$ cat config.mk
export PLATFORM = sky130hd
export DESIGN_NAME = uart_peripheral_flat
export DESIGN_NICKNAME = d
export VERILOG_FILES = /design/src/rtl/uart_peripheral_pkg.sv /design/src/rtl/uart_peripheral_if.sv /design/src/rtl/uart_fifo.sv /design/src/rtl/uart_peripheral.sv /design/src/flat_wrapper.sv
export SDC_FILE = /design/constraint.sdc
export NUM_CORES = 1
export LEC_CHECK = 0
export ABC_AREA = 1
export CORE_UTILIZATION = 50
export DETAILED_ROUTE_END_ITERATION = 8
export HOLD_SLACK_MARGIN = 0.15
export PLACE_DENSITY = 0.76
export SYNTH_ARGS = -nofsm -noshare
export SYNTH_HDL_FRONTEND = slang
export SYNTH_HIERARCHICAL = 1
export SYNTH_SLANG_ARGS = --single-unit
$ cat constraint.sdc
create_clock -name clk -period 2.62 [get_ports clk]
set_input_delay 0.393 -clock clk [delete_from_list [all_inputs] [get_ports clk]]
set_output_delay 0.393 -clock clk [all_outputs]
set_load 0.1 [all_outputs]
$ cat src/rtl/uart_peripheral_pkg.sv
// UART peripheral shared definitions: register map, STATUS bit
// positions and the engine state encoding used by both TX and RX.
package uart_peripheral_pkg;
    typedef enum logic [1:0] {
        UART_TXDATA = 2'd0,
        UART_RXDATA = 2'd1,
        UART_STATUS = 2'd2,
        UART_CTRL   = 2'd3
    } uart_reg_e;

    localparam int ST_TX_FULL  = 0;
    localparam int ST_TX_EMPTY = 1;
    localparam int ST_RX_VALID = 2;
    localparam int ST_OVR      = 3;
    localparam int ST_FERR     = 4;

    typedef enum logic [1:0] {
        IDLE  = 2'd0,
        START = 2'd1,
        DATA  = 2'd2,
        STOP  = 2'd3
    } uart_state_e;
endpackage

$ cat src/rtl/uart_peripheral_if.sv
// CPU data-bus slave port of the UART window.
// The MEM-stage bus decoder is the master.
interface uart_peripheral_if;
    logic        Sel;
    logic [1:0]  Offset;
    logic        MemRead;
    logic        MemWrite;
    logic [31:0] Write_data;
    logic [31:0] Read_data;

    modport master (
        output Sel, Offset, MemRead, MemWrite, Write_data,
        input  Read_data
    );
    modport slave (
        input  Sel, Offset, MemRead, MemWrite, Write_data,
        output Read_data
    );
endinterface

$ cat src/rtl/uart_fifo.sv
// Synchronous FIFO, power-of-two depth; push when full and pop
// when empty are ignored. Head is the oldest entry.
module uart_fifo #(
    parameter int WIDTH = 8,
    parameter int DEPTH = 4
) (
    input  logic             clk,
    input  logic             reset,
    input  logic             push,
    input  logic             pop,
    input  logic [WIDTH-1:0] din,
    output logic             full,
    output logic             empty,
    output logic [WIDTH-1:0] head
);
    localparam int AW  = $clog2(DEPTH);
    localparam int AW1 = AW + 1;

    logic [AW-1:0]    wr_ptr_q, wr_ptr_d;
    logic [AW-1:0]    rd_ptr_q, rd_ptr_d;
    logic [AW:0]      count_q, count_d;
    logic [WIDTH-1:0] mem_q [DEPTH];
    logic [WIDTH-1:0] mem_d [DEPTH];
    logic             do_push, do_pop;

    assign full    = count_q == AW1'(DEPTH);
    assign empty   = count_q == '0;
    assign head    = mem_q[rd_ptr_q];
    assign do_push = push & ~full;
    assign do_pop  = pop & ~empty;

    always_comb begin
        wr_ptr_d = wr_ptr_q + AW'(do_push);
        rd_ptr_d = rd_ptr_q + AW'(do_pop);
        count_d  = count_q + AW1'(do_push) - AW1'(do_pop);
        mem_d    = mem_q;
        if (do_push) mem_d[wr_ptr_q] = din;
    end

    always_ff @(posedge clk) begin
        if (reset) begin
            wr_ptr_q <= '0;
            rd_ptr_q <= '0;
            count_q  <= '0;
        end else begin
            wr_ptr_q <= wr_ptr_d;
            rd_ptr_q <= rd_ptr_d;
            count_q  <= count_d;
        end
    end

    always_ff @(posedge clk) mem_q <= mem_d;
endmodule

$ cat src/rtl/uart_peripheral.sv
// Memory-mapped 8N1 UART with TX FIFO and interrupt.
// `UART_RX_FIFO_EN selects an RX FIFO instead of a holding register.
module uart_peripheral
    import uart_peripheral_pkg::*;
#(
    parameter int BAUD_DIV = 5208,
    parameter int TX_DEPTH = 4,
    parameter int RX_DEPTH = 4
) (
    input  logic             clk,
    input  logic             reset,
    uart_peripheral_if.slave bus,
    input  logic             uart_rx,
    output logic             uart_tx,
    output logic             IRQ
);
    localparam logic [15:0] BAUD_LAST = 16'(BAUD_DIV - 1);
    localparam logic [15:0] HALF_LAST = 16'(BAUD_DIV / 2 - 1);

    uart_reg_e   reg_sel;
    logic        wr_en, rd_en;
    logic        tx_push, tx_pop, tx_full, tx_fifo_empty, tx_empty;
    logic [7:0]  tx_head;
    uart_state_e tx_state_q, tx_state_d;
    logic [15:0] tx_cnt_q, tx_cnt_d;
    logic [7:0]  tx_sr_q, tx_sr_d;
    logic [2:0]  tx_bit_q, tx_bit_d;
    logic        txd_q, txd_d;
    logic        rx_s1_q, rx_s2_q, rx_prev_q;
    uart_state_e rx_state_q, rx_state_d;
    logic [15:0] rx_cnt_q, rx_cnt_d;
    logic [7:0]  rx_sr_q, rx_sr_d;
    logic [2:0]  rx_bit_q, rx_bit_d;
    logic        rx_push, rx_pop, rx_full, rx_valid;
    logic [7:0]  rx_head;
    logic        set_ovr, set_ferr;
    logic [1:0]  ctrl_q, ctrl_d;
    logic        ovr_q, ovr_d, ferr_q, ferr_d, irq_q, irq_d;
    logic [31:0] status;
    logic        unused;

    assign reg_sel  = uart_reg_e'(bus.Offset);
    assign wr_en    = bus.Sel & bus.MemWrite;
    assign rd_en    = bus.Sel & bus.MemRead;
    assign tx_push  = wr_en && reg_sel == UART_TXDATA && !tx_full;
    assign rx_pop   = rd_en && reg_sel == UART_RXDATA && rx_valid;
    assign tx_empty = tx_fifo_empty && tx_state_q == IDLE;
    assign uart_tx  = txd_q;
    assign IRQ      = irq_q;
    assign unused   = ^{bus.Write_data[31:8], 16'(RX_DEPTH)};

    uart_fifo #(.WIDTH(8), .DEPTH(TX_DEPTH)) u_tx_fifo (
        .clk(clk), .reset(reset), .push(tx_push), .pop(tx_pop),
        .din(bus.Write_data[7:0]), .full(tx_full),
        .empty(tx_fifo_empty), .head(tx_head)
    );

    always_comb begin
        tx_state_d = tx_state_q;
        tx_cnt_d   = tx_cnt_q - 16'd1;
        tx_sr_d    = tx_sr_q;
        tx_bit_d   = tx_bit_q;
        txd_d      = txd_q;
        tx_pop     = 1'b0;
        unique case (tx_state_q)
            IDLE: tx_cnt_d = tx_cnt_q;
            START: if (tx_cnt_q == '0) begin
                tx_cnt_d   = BAUD_LAST;
                tx_bit_d   = '0;
                txd_d      = tx_sr_q[0];
                tx_sr_d    = {1'b0, tx_sr_q[7:1]};
                tx_state_d = DATA;
            end
            DATA: if (tx_cnt_q == '0) begin
                tx_cnt_d = BAUD_LAST;
                if (tx_bit_q == 3'd7) begin
                    txd_d      = 1'b1;
                    tx_state_d = STOP;
                end else begin
                    tx_bit_d = tx_bit_q + 3'd1;
                    txd_d    = tx_sr_q[0];
                    tx_sr_d  = {1'b0, tx_sr_q[7:1]};
                end
            end
            STOP: if (tx_cnt_q == '0) tx_state_d = IDLE;
        endcase
        // Start (or chain) a frame straight from the FIFO head
        if (tx_state_d == IDLE && !tx_fifo_empty) begin
            tx_pop     = 1'b1;
            tx_sr_d    = tx_head;
            tx_cnt_d   = BAUD_LAST;
            txd_d      = 1'b0;
            tx_state_d = START;
        end
    end

    always_comb begin
        rx_state_d = rx_state_q;
        rx_cnt_d   = rx_cnt_q - 16'd1;
        rx_sr_d    = rx_sr_q;
        rx_bit_d   = rx_bit_q;
        rx_push    = 1'b0;
        set_ovr    = 1'b0;
        set_ferr   = 1'b0;
        unique case (rx_state_q)
            IDLE: begin
                rx_cnt_d = HALF_LAST;
                if (rx_prev_q && !rx_s2_q) rx_state_d = START;
            end
            START: if (rx_cnt_q == '0) begin
                rx_cnt_d   = BAUD_LAST;
                rx_bit_d   = '0;
                rx_state_d = rx_s2_q ? IDLE : DATA;
            end
            DATA: if (rx_cnt_q == '0) begin
                rx_cnt_d = BAUD_LAST;
                rx_sr_d  = {rx_s2_q, rx_sr_q[7:1]};
                rx_bit_d = rx_bit_q + 3'd1;
                if (rx_bit_q == 3'd7) rx_state_d = STOP;
            end
            STOP: if (rx_cnt_q == '0) begin
                rx_state_d = IDLE;
                if (!rx_s2_q)     set_ferr = 1'b1;
                else if (rx_full) set_ovr  = 1'b1;
                else              rx_push  = 1'b1;
            end
        endcase
    end

`ifdef UART_RX_FIFO_EN
    logic rx_empty;

    uart_fifo #(.WIDTH(8), .DEPTH(RX_DEPTH)) u_rx_fifo (
        .clk(clk), .reset(reset), .push(rx_push), .pop(rx_pop),
        .din(rx_sr_q), .full(rx_full),
        .empty(rx_empty), .head(rx_head)
    );
    assign rx_valid = !rx_empty;
`else
    logic       rx_valid_q, rx_valid_d;
    logic [7:0] rx_hold_q, rx_hold_d;

    always_comb begin
        rx_valid_d = rx_valid_q & ~rx_pop;
        rx_hold_d  = rx_hold_q;
        if (rx_push) begin
            rx_valid_d = 1'b1;
            rx_hold_d  = rx_sr_q;
        end
    end

    always_ff @(posedge clk) begin
        if (reset) begin
            rx_valid_q <= 1'b0;
            rx_hold_q  <= '0;
        end else begin
            rx_valid_q <= rx_valid_d;
            rx_hold_q  <= rx_hold_d;
        end
    end
    assign rx_valid = rx_valid_q;
    assign rx_full  = rx_valid_q;
    assign rx_head  = rx_hold_q;
`endif

    always_comb begin
        ctrl_d = ctrl_q;
        ovr_d  = ovr_q;
        ferr_d = ferr_q;
        if (wr_en && reg_sel == UART_CTRL) ctrl_d = bus.Write_data[1:0];
        if (wr_en && reg_sel == UART_STATUS) begin
            if (bus.Write_data[ST_OVR])  ovr_d  = 1'b0;
            if (bus.Write_data[ST_FERR]) ferr_d = 1'b0;
        end
        // A set event in the same cycle as a clear write wins
        if (set_ovr)  ovr_d  = 1'b1;
        if (set_ferr) ferr_d = 1'b1;
        irq_d = (ctrl_q[0] & tx_empty) | (ctrl_q[1] & rx_valid);
    end

    always_comb begin
        status              = '0;
        status[ST_TX_FULL]  = tx_full;
        status[ST_TX_EMPTY] = tx_empty;
        status[ST_RX_VALID] = rx_valid;
        status[ST_OVR]      = ovr_q;
        status[ST_FERR]     = ferr_q;
        bus.Read_data       = '0;
        if (rd_en) begin
            unique case (reg_sel)
                UART_RXDATA: bus.Read_data = rx_valid ? {24'd0, rx_head} : '0;
                UART_STATUS: bus.Read_data = status;
                UART_CTRL:   bus.Read_data = {30'd0, ctrl_q};
                default:     bus.Read_data = '0;
            endcase
        end
    end

    always_ff @(posedge clk) begin
        if (reset) begin
            tx_state_q <= IDLE;
            tx_cnt_q   <= '0;
            tx_sr_q    <= '0;
            tx_bit_q   <= '0;
            txd_q      <= 1'b1;
            rx_s1_q    <= 1'b1;
            rx_s2_q    <= 1'b1;
            rx_prev_q  <= 1'b1;
            rx_state_q <= IDLE;
            rx_cnt_q   <= '0;
            rx_sr_q    <= '0;
            rx_bit_q   <= '0;
            ctrl_q     <= '0;
            ovr_q      <= 1'b0;
            ferr_q     <= 1'b0;
            irq_q      <= 1'b0;
        end else begin
            tx_state_q <= tx_state_d;
            tx_cnt_q   <= tx_cnt_d;
            tx_sr_q    <= tx_sr_d;
            tx_bit_q   <= tx_bit_d;
            txd_q      <= txd_d;
            rx_s1_q    <= uart_rx;
            rx_s2_q    <= rx_s1_q;
            rx_prev_q  <= rx_s2_q;
            rx_state_q <= rx_state_d;
            rx_cnt_q   <= rx_cnt_d;
            rx_sr_q    <= rx_sr_d;
            rx_bit_q   <= rx_bit_d;
            ctrl_q     <= ctrl_d;
            ovr_q      <= ovr_d;
            ferr_q     <= ferr_d;
            irq_q      <= irq_d;
        end
    end
endmodule

$ cat src/flat_wrapper.sv
// flat-port wrapper written by rule: the top's interface ports become plain ports
module uart_peripheral_flat import uart_peripheral_pkg::*;
#(
    parameter int BAUD_DIV = 5208,
    parameter int TX_DEPTH = 4,
    parameter int RX_DEPTH = 4
)
  (clk, reset, uart_rx, uart_tx, IRQ, bus_Sel, bus_Offset, bus_MemRead, bus_MemWrite, bus_Write_data, bus_Read_data);
  uart_peripheral_if bus_i ();
  input  logic clk;
  input  logic reset;
  input  logic uart_rx;
  output logic uart_tx;
  output logic IRQ;
  input wire logic [$bits(bus_i.Sel)-1:0] bus_Sel;
  input wire logic [$bits(bus_i.Offset)-1:0] bus_Offset;
  input wire logic [$bits(bus_i.MemRead)-1:0] bus_MemRead;
  input wire logic [$bits(bus_i.MemWrite)-1:0] bus_MemWrite;
  input wire logic [$bits(bus_i.Write_data)-1:0] bus_Write_data;
  output wire logic [$bits(bus_i.Read_data)-1:0] bus_Read_data;
  assign bus_i.Sel = bus_Sel;
  assign bus_i.Offset = bus_Offset;
  assign bus_i.MemRead = bus_MemRead;
  assign bus_i.MemWrite = bus_MemWrite;
  assign bus_i.Write_data = bus_Write_data;
  assign bus_Read_data = bus_i.Read_data;
  uart_peripheral #(.BAUD_DIV(BAUD_DIV), .TX_DEPTH(TX_DEPTH), .RX_DEPTH(RX_DEPTH)) u_core (.clk(clk), .reset(reset), .bus(bus_i), .uart_rx(uart_rx), .uart_tx(uart_tx), .IRQ(IRQ));
endmodule
==> metrics.cfg, run 1 <==
[logic_synthesis]
ys_ff_latch=115
synth-main-ff-cell=dfxtp_1
yosys.area.top_type=dfxtp_1
synth_top_cell_area_share_pct=29.7
synth_cells=675
synth.avg_cell_area_um2=8.29
async_reset_ff_share_pct=0
ys_seq_area_share_pct=46.8
syn-cell-area_um2=5600
synthTopCellsByArea=dfxtp_1, edfxtp_1, nand2_1
yosysWarnings=6
synth-edff-count=32
yosysUniqueCellTypes=43

[floorplanning]
core_region_area_um2=10900
dieArea_um2=11600
io_pins=74
die_w_um=108
num_rows=38
die_y_um=108
initial_utilization_pct=51.4

[sta]
setup_slack_ns=0.113
clock_skew_ns=0.00575
setup-tns-final_ns=0
period_needed_ns=2.51
hold_viol_final=0
holdWs_ns=0.422
finalSetupViolations=0
slew_headroom_pct=52.3
period_share_pct=95.7
tightest_slew_ns=0.708
rsz0062_at_grt=true
maxSlewViolCount=0
fmax_ghz=0.399

[detailed_routing]
ant_nets=0
viasPerCell=5.26
avgRoutedWirePerCell_um=13.3
routed_wl_um=11600
vias=4580
drtIter0Drc=275
drc=0
drt_first_pass_iters=5

[power_and_ir_drop]
switching_power_uw=2600
pwr-share-comb_pct=35.3
power_frac_seq_pct=32.6
power-per-cell-area_nw_per_um2=1070
ir_drop_mv=0.525
internal_power_uw=4510
clock_power_share_pct=32.1
leakage_uw=0.00275
sw_frac_of_total_pct=36.6

[cts]
post_cts_buffers=0
cts_tree=done
path_clk_slew_ns=0.05
numCtsBuffers=17
clockBufferDepth=2
hold_buffers=0
clock-sinks=115
cts-root-buf=clkbuf_8
htree_levels=4
clkLatencyLatePin_ns=0.52

[setup_path]
start_kind=flip-flop
critPathSlowestCell=fa_2
slowest_delay_ns=0.51
arrival_ns=2.90
crit_fanout=5
crit_chain=inv_1 > ha_2 > nand2_4 > nor2_4 > nand2_2 > o21ai_2 > nand2_4 > nand3_4 > inv_1 > nand2_2 > xor2_1 > ha_1 > inv_1 > fa_2 > nor2_1
critPathKind=reg -> reg
crit_path_end_kind=flip-flop
critPathRequiredTime_ns=3.01
cp_common_cell=inv_1

[final_layout]
layout-drive-gt1-share_pct=12.1
antenna_cells=0
syn2layout_area_growth_pct=18.5
layout.nets=776
final_common_cell=nand2_1
final_cell_mix=nand2_1, dfxtp_1, nor2_1, inv_1, o21ai_0

[global_route]
overflow=0
grt_pass1_vias=4455
grt_start_max_net_pins=35
grt_antenna_before_repair=0
grt_pass1_wl_um=19800
grt_use_total_pct=21.9

[worst_hold_path]
holdCritPathClass=reg -> reg

[placed_design]
place_congestion=0.843
io_buffers=25
dp_slack_ns=0.0344
hpwlAfterDp_um=8030

[job]
max-cap-violations=0

[outcome]
status=completed

[cell families after synthesis]
kind of cell	synth area share (%)
AOI/OAI and AO/OA	11.6
xor gates and xnor gates	4.22
adders and majority gates	4.38
buffers and inverters	10.3
DFF	46.8
other	0.0670
and+or+nand+nor	22.6
[state kept, by name, indices dropped and copies added (netlist names), 3 cells and up, named ones only]
register / count
u_core/tx_sr_q: 8
u_core/u_tx_fifo/mem_q: 32
u_core/u_tx_fifo/count_q: 3
u_core/tx_bit_q: 3
u_core/tx_cnt_q: 16
u_core/rx_bit_q: 3
u_core/rx_sr_q: 8
u_core/rx_cnt_q: 16
u_core/rx_head: 8
[cells in the mapped netlist, types with 2 or more instances]
library cell and number:
inv_1 73, o21ai_0 47, a31oi_1 5, edfxtp_1 32
nor3_1 27, nor2_1 78, nor3b_1 2, o21ai_1 2
buf_4 24, nand2_4 2, clkbuf_1 8, o22ai_1 9
nand2_2 8, or2_2 3, clkinv_1 3, nand4_1 13
a211oi_1 2, ha_1 18, nor2_2 8, xnor2_1 9
buf_2 3, nand2_1 99, nand3_2 2, xor2_1 18
o211ai_1 4, nor4_1 5, buf_6 4, nand3_1 30
a21oi_1 41, dfxtp_1 83
[routing by layer]
metal / track usage, % / part of all wire, % / wire (um) / up-vias
li1: - / - / - / 2279
met1: 26.0 / 43 / 4970 / 2137
met2: 37.5 / 50 / 5800 / 142
met3: 5.39 / 5.7 / 658 / 22
met4: 9.10 / 1.5 / 173 / 0
met5: 0 / 0 / 0 / -
[area by class of cell]
cell class / count / area, um2
Timing Repair Buffer: 40 / 438
Clock buffer: 18 / 418
Tap cell: 140 / 175
Multi-Input combinational cell: 466 / 2520
Fill cell: 932 / 4250
Inverter: 77 / 292
Sequential cell: 115 / 2620
Clock inverter: 14 / 168
[what timing repair did]
action | 4_1_cts | 5_1_grt
hold endpoints to repair | 0 | 0
setup endpoints to repair | 0 | 3
gates resized for setup | 0 | 11
[metrics by stage]
stage | std cells | cell area [um2] | power, uW | util, %
final | 870 | 6640 | 7120 | 60.9
after floorplan | 698 | 5690 | 4290 | -
after global routing | 870 | 6640 | 7560 | 60.9
after detailed placement | 838 | 6020 | 4740 | 55.3
after CTS | 870 | 6600 | 7050 | 60.7
after global placement | 838 | 6020 | 4650 | 55.3
[final timing paths]
path | start | to | slack (ns) | cells past startpoint
setup / recovery | u_core/tx_cnt_q[0] | u_core/u_tx_fifo/count_q[1] | 0.11 | 15
hold / removal | u_core/rx_s1_q | u_core/rx_s2_q | 0.42 | 1
setup reg to reg | u_core/tx_cnt_q[0] | u_core/u_tx_fifo/count_q[1] | 0.11 | 15
hold reg to reg | u_core/rx_s1_q | u_core/rx_s2_q | 0.42 | 1
[power groups by stage]
stage	registers (uW)	logic (uW)	clock network, uW
after floorplan	2320	1970	0
final	2320	2510	2280
after global placement	2330	2320	0
after detailed placement	2350	2390	0
after CTS	2320	2420	2310
after global routing	2350	2820	2390
[worst max-delay path, delay by kind of cell (launching register included)]
family | cells | cell delay [ns]
buf+inv | 3 | 0.21
flops | 1 | 0.33
xor+xnor | 1 | 0.16
simple gates | 7 | 0.60
compound gates | 1 | 0.18
fa+ha+maj | 3 | 0.89
Note: power is estimated with default switching activity, not from simulation.
==> inputs of run 2 (changes only) <==
ABC_AREA = 0   (was 1)
CORE_MARGIN = 5   (was default)
CORE_UTILIZATION = 49   (was 50)
PLACE_DENSITY = 0.75   (was 0.76)
==> run 2 against run 1 <==
Compared with the run above:
- the run now ends with negative setup slack left
- highest routed layer unchanged
- sequential cell count unchanged
- cell count decreased by 13%
- critical path type unchanged
- synthesized area decreased by 4.5%
- synthesized cell count decreased by 21%
==> metrics.cfg, run 2 <==
[outcome]
status=complete, but fails checks
failed_checks=negative setup slack

[setup_path]
arrival_ns=3.21  ; +0.31 ns
critPathSlowestCell=fa_2
timing.rr.start=u_core/tx_state_q[1]
crit_path_end_kind=flip-flop
rr_worst_depth=13  ; -2
crit_chain=inv_4 > ha_4 > or3_4 > a221oi_4 > nand2_2 > a21bo_4 > inv_4 > o31ai_4 > xnor2_1 > ha_2 > inv_2 > fa_2 > nor2_1
critPathTopFamily=adder cells
cp.buffers_inverters=3  ; unchanged
critPathRequiredTime_ns=3.02  ; about the same
cp_common_cell=inv_4
start_kind=flip-flop
crit_fanout=4  ; -1
slowest_delay_ns=0.52  ; about the same
r2r_slack_ns=-0.19  ; -0.31 ns
rr_endpoint=u_core/u_tx_fifo/count_q[1]
critPathKind=reg -> reg

[sta]
slew_headroom_pct=58.9  ; +6.6 points
fmax_ghz=0.355  ; -11%
hold_viol_final=0  ; unchanged
period_needed_ns=2.81  ; +0.306 ns
setup_slack_ns=-0.194  ; -0.306 ns
maxSlewViolCount=0  ; unchanged
clock_skew_ns=0.0122  ; +0.00643 ns
finalSetupViolations=2  ; +2
period_share_pct=107  ; +12 points
setup-tns-final_ns=-0.353  ; -0.353 ns
holdWs_ns=0.241  ; -0.181 ns
rsz0062_at_grt=true
tightest_slew_ns=0.617  ; -0.0913 ns

[floorplanning]
die_y_um=114  ; +6.1%
core_region_area_um2=10700  ; -1.3%
dieArea_um2=13100  ; +13%
initial_utilization_pct=49.7  ; -1.7 points
io_pins=74  ; unchanged
die_w_um=114  ; +6.1%
num_rows=38  ; unchanged

[final_layout]
final_common_cell=dfxtp_1
final_cells=761  ; -13%
antenna_cells=0  ; unchanged
nFillCells=815  ; -13%
syn2layout_area_growth_pct=27.5
layout-drive-gt1-share_pct=22.4  ; +10 points
top_regs=u_core/u_tx_fifo/mem_q x32, u_core/rx_cnt_q x16, u_core/tx_cnt_q x16
layout.nets=667  ; -14%
top_register=u_core/u_tx_fifo/mem_q
largest_reg_flops=32  ; unchanged
final_cell_mix=dfxtp_1, buf_4, nor2_1, nand2_1, a21oi_1

[logic_synthesis]
yosysWarnings=6  ; unchanged
synth_top_cell_area_share_pct=31.1  ; +1.4 points
ys_ff_latch=115  ; unchanged
synthTopCellsByArea=dfxtp_1, edfxtp_1, ha_1
synth-edff-count=32  ; unchanged
async_reset_ff_share_pct=0  ; unchanged
yosys.area.top_type=dfxtp_1
yosysMostFrequentCell=dfxtp_1
syn-cell-area_um2=5350  ; -4.5%
yosysUniqueCellTypes=56  ; +30%
synth-main-ff-cell=dfxtp_1
ys_seq_area_share_pct=49.1  ; +2.2 points
synth.avg_cell_area_um2=9.97  ; +20%
synth_top_cells_by_count=dfxtp_1, nor2_1, nand2_1
synth_cells=536  ; -21%

[global_route]
grt_use_met2_pct=32.0  ; -5.5 points
grt_pass1_vias=4258  ; -4.4%
overflow=0  ; unchanged
met1_usage_pct=22.3  ; -3.7 points
gr-max-usage-layer=met2
grt_use_total_pct=18.9  ; -2.9 points
grt_start_max_net_pins=47  ; +34%
grt_pass1_wl_um=19800  ; about the same
grt_antenna_before_repair=0  ; unchanged
grtUsageMet3_pct=6.18  ; +0.80 points

[cts]
clock-sinks=115  ; unchanged
htree_levels=4  ; unchanged
cts-root-buf=clkbuf_8
numCtsBuffers=17  ; unchanged
hold_buffers=0  ; unchanged
path_clk_slew_ns=0.06  ; about the same
cts_tree=done
clkLatencyLatePin_ns=0.52  ; about the same
clockBufferDepth=2  ; unchanged

[power_and_ir_drop]
ir_drop_mv=0.558  ; +6.3%
power-per-cell-area_nw_per_um2=1030  ; -3.6%
leakage_uw=0.00253  ; -7.9%

[placed_design]
io_buffers=25  ; unchanged
dp_slack_ns=-0.179  ; -0.213 ns
numPlacedInstances=727  ; -13%
place_congestion=0.853  ; +1.2%
hpwlAfterDp_um=7860  ; -2.1%

[worst_hold_path]
hold_end=u_core/u_tx_fifo/count_q[2]
whs_path_depth=2  ; +1
min-delay-start=reset
holdCritPathClass=in -> reg

[detailed_routing]
viasPerCell=5.45  ; +3.6%
avgRoutedWirePerCell_um=15.6  ; +17%
routed_wl_um=11900  ; +2.2%
drt_first_pass_iters=5  ; unchanged
ant_nets=0  ; unchanged
drtIter0Drc=294  ; +6.9%
vias=4149  ; -9.4%
drc=0  ; unchanged

[job]
max-cap-violations=0  ; unchanged

## run 2: kinds of logic after synthesis
| family | count (synthesis) | share of synthesized area (%) |
|---|---|---|
| AO/OA/AOI/OAI | 88 | 10.2 |
| XOR/XNOR | 33 | 5.41 |
| adder cells (fa/ha/maj) | 19 | 4.59 |
| buffers and inverters | 63 | 6.20 |
| flip-flops | 115 | 49.1 |
| multiplexers | 23 | 6.23 |
| other | 1 | 0.0702 |
| AND/OR/NAND/NOR | 194 | 18.3 |
## run 2: worst max path at each step
| stage | slack [ns] | cells past startpoint | startpoint | to |
|---|---|---|---|---|
| after floorplan | -0.22 | 15 | u_core/tx_state_q[0] | u_core/u_tx_fifo/count_q[1] |
| after global placement | -0.07 | 13 | u_core/tx_state_q[1] | u_core/u_tx_fifo/count_q[1] |
| after detailed placement | -0.18 | 13 | u_core/tx_state_q[1] | u_core/u_tx_fifo/count_q[1] |
| after CTS | -0.18 | 14 | u_core/tx_state_q[0] | u_core/u_tx_fifo/count_q[2] |
| after global routing | -0.31 | 14 | u_core/tx_state_q[1] | u_core/u_tx_fifo/count_q[2] |
| final | -0.19 | 13 | u_core/tx_state_q[1] | u_core/u_tx_fifo/count_q[1] |
## run 2: power by group
group,leakage (uW),switching [uW],total (uW),internal [uW]
Combinational,0.00130,1370,2530,1160
Clock,0.000269,818,2260,1440
Sequential,0.000964,191,2250,2060
## run 2: layout make-up
class	count	area [um2]	share of cell area [%]
timing repair buffer	75	696	10.2
clock inverter	13	163	2.39
inverter	18	75.1	1.10
sequential	115	2630	38.6
clock buffer	19	422	6.19
tap	140	175	2.57
multi-input combinational	381	2660	39.0
## run 2: metal layers
metal  wire, um  part of all wire (%)
met2       5980                    50
met3        688                   5.8
met4        212                   1.8
met1       4970                    42
met5          0                     0
## run 2: worst reg2reg max path: cells and delay by family, from the launching register on
family	cells	cell delay (ns)
fa+ha+maj	3	0.89
simple gates	3	0.53
flops	1	0.37
xor+xnor	1	0.16
buf+inv	3	0.16
compound gates	3	0.57
## run 2: stage by stage
stage	util, %	area (um2)	power (uW)
3_5_place_dp	56.9	6110	4490
3_3_place_gp	56.9	6110	4400
2_1_floorplan	-	5540	3790
5_1_grt	63.4	6820	7400
6_report	63.4	6820	7050
4_1_cts	62.6	6730	6820
## run 2: repair_timing
item,CTS,global route
setup buffers,1,1
pin swaps,5,6
endpoints found under the setup margin,2,4
gates resized for setup,6,16
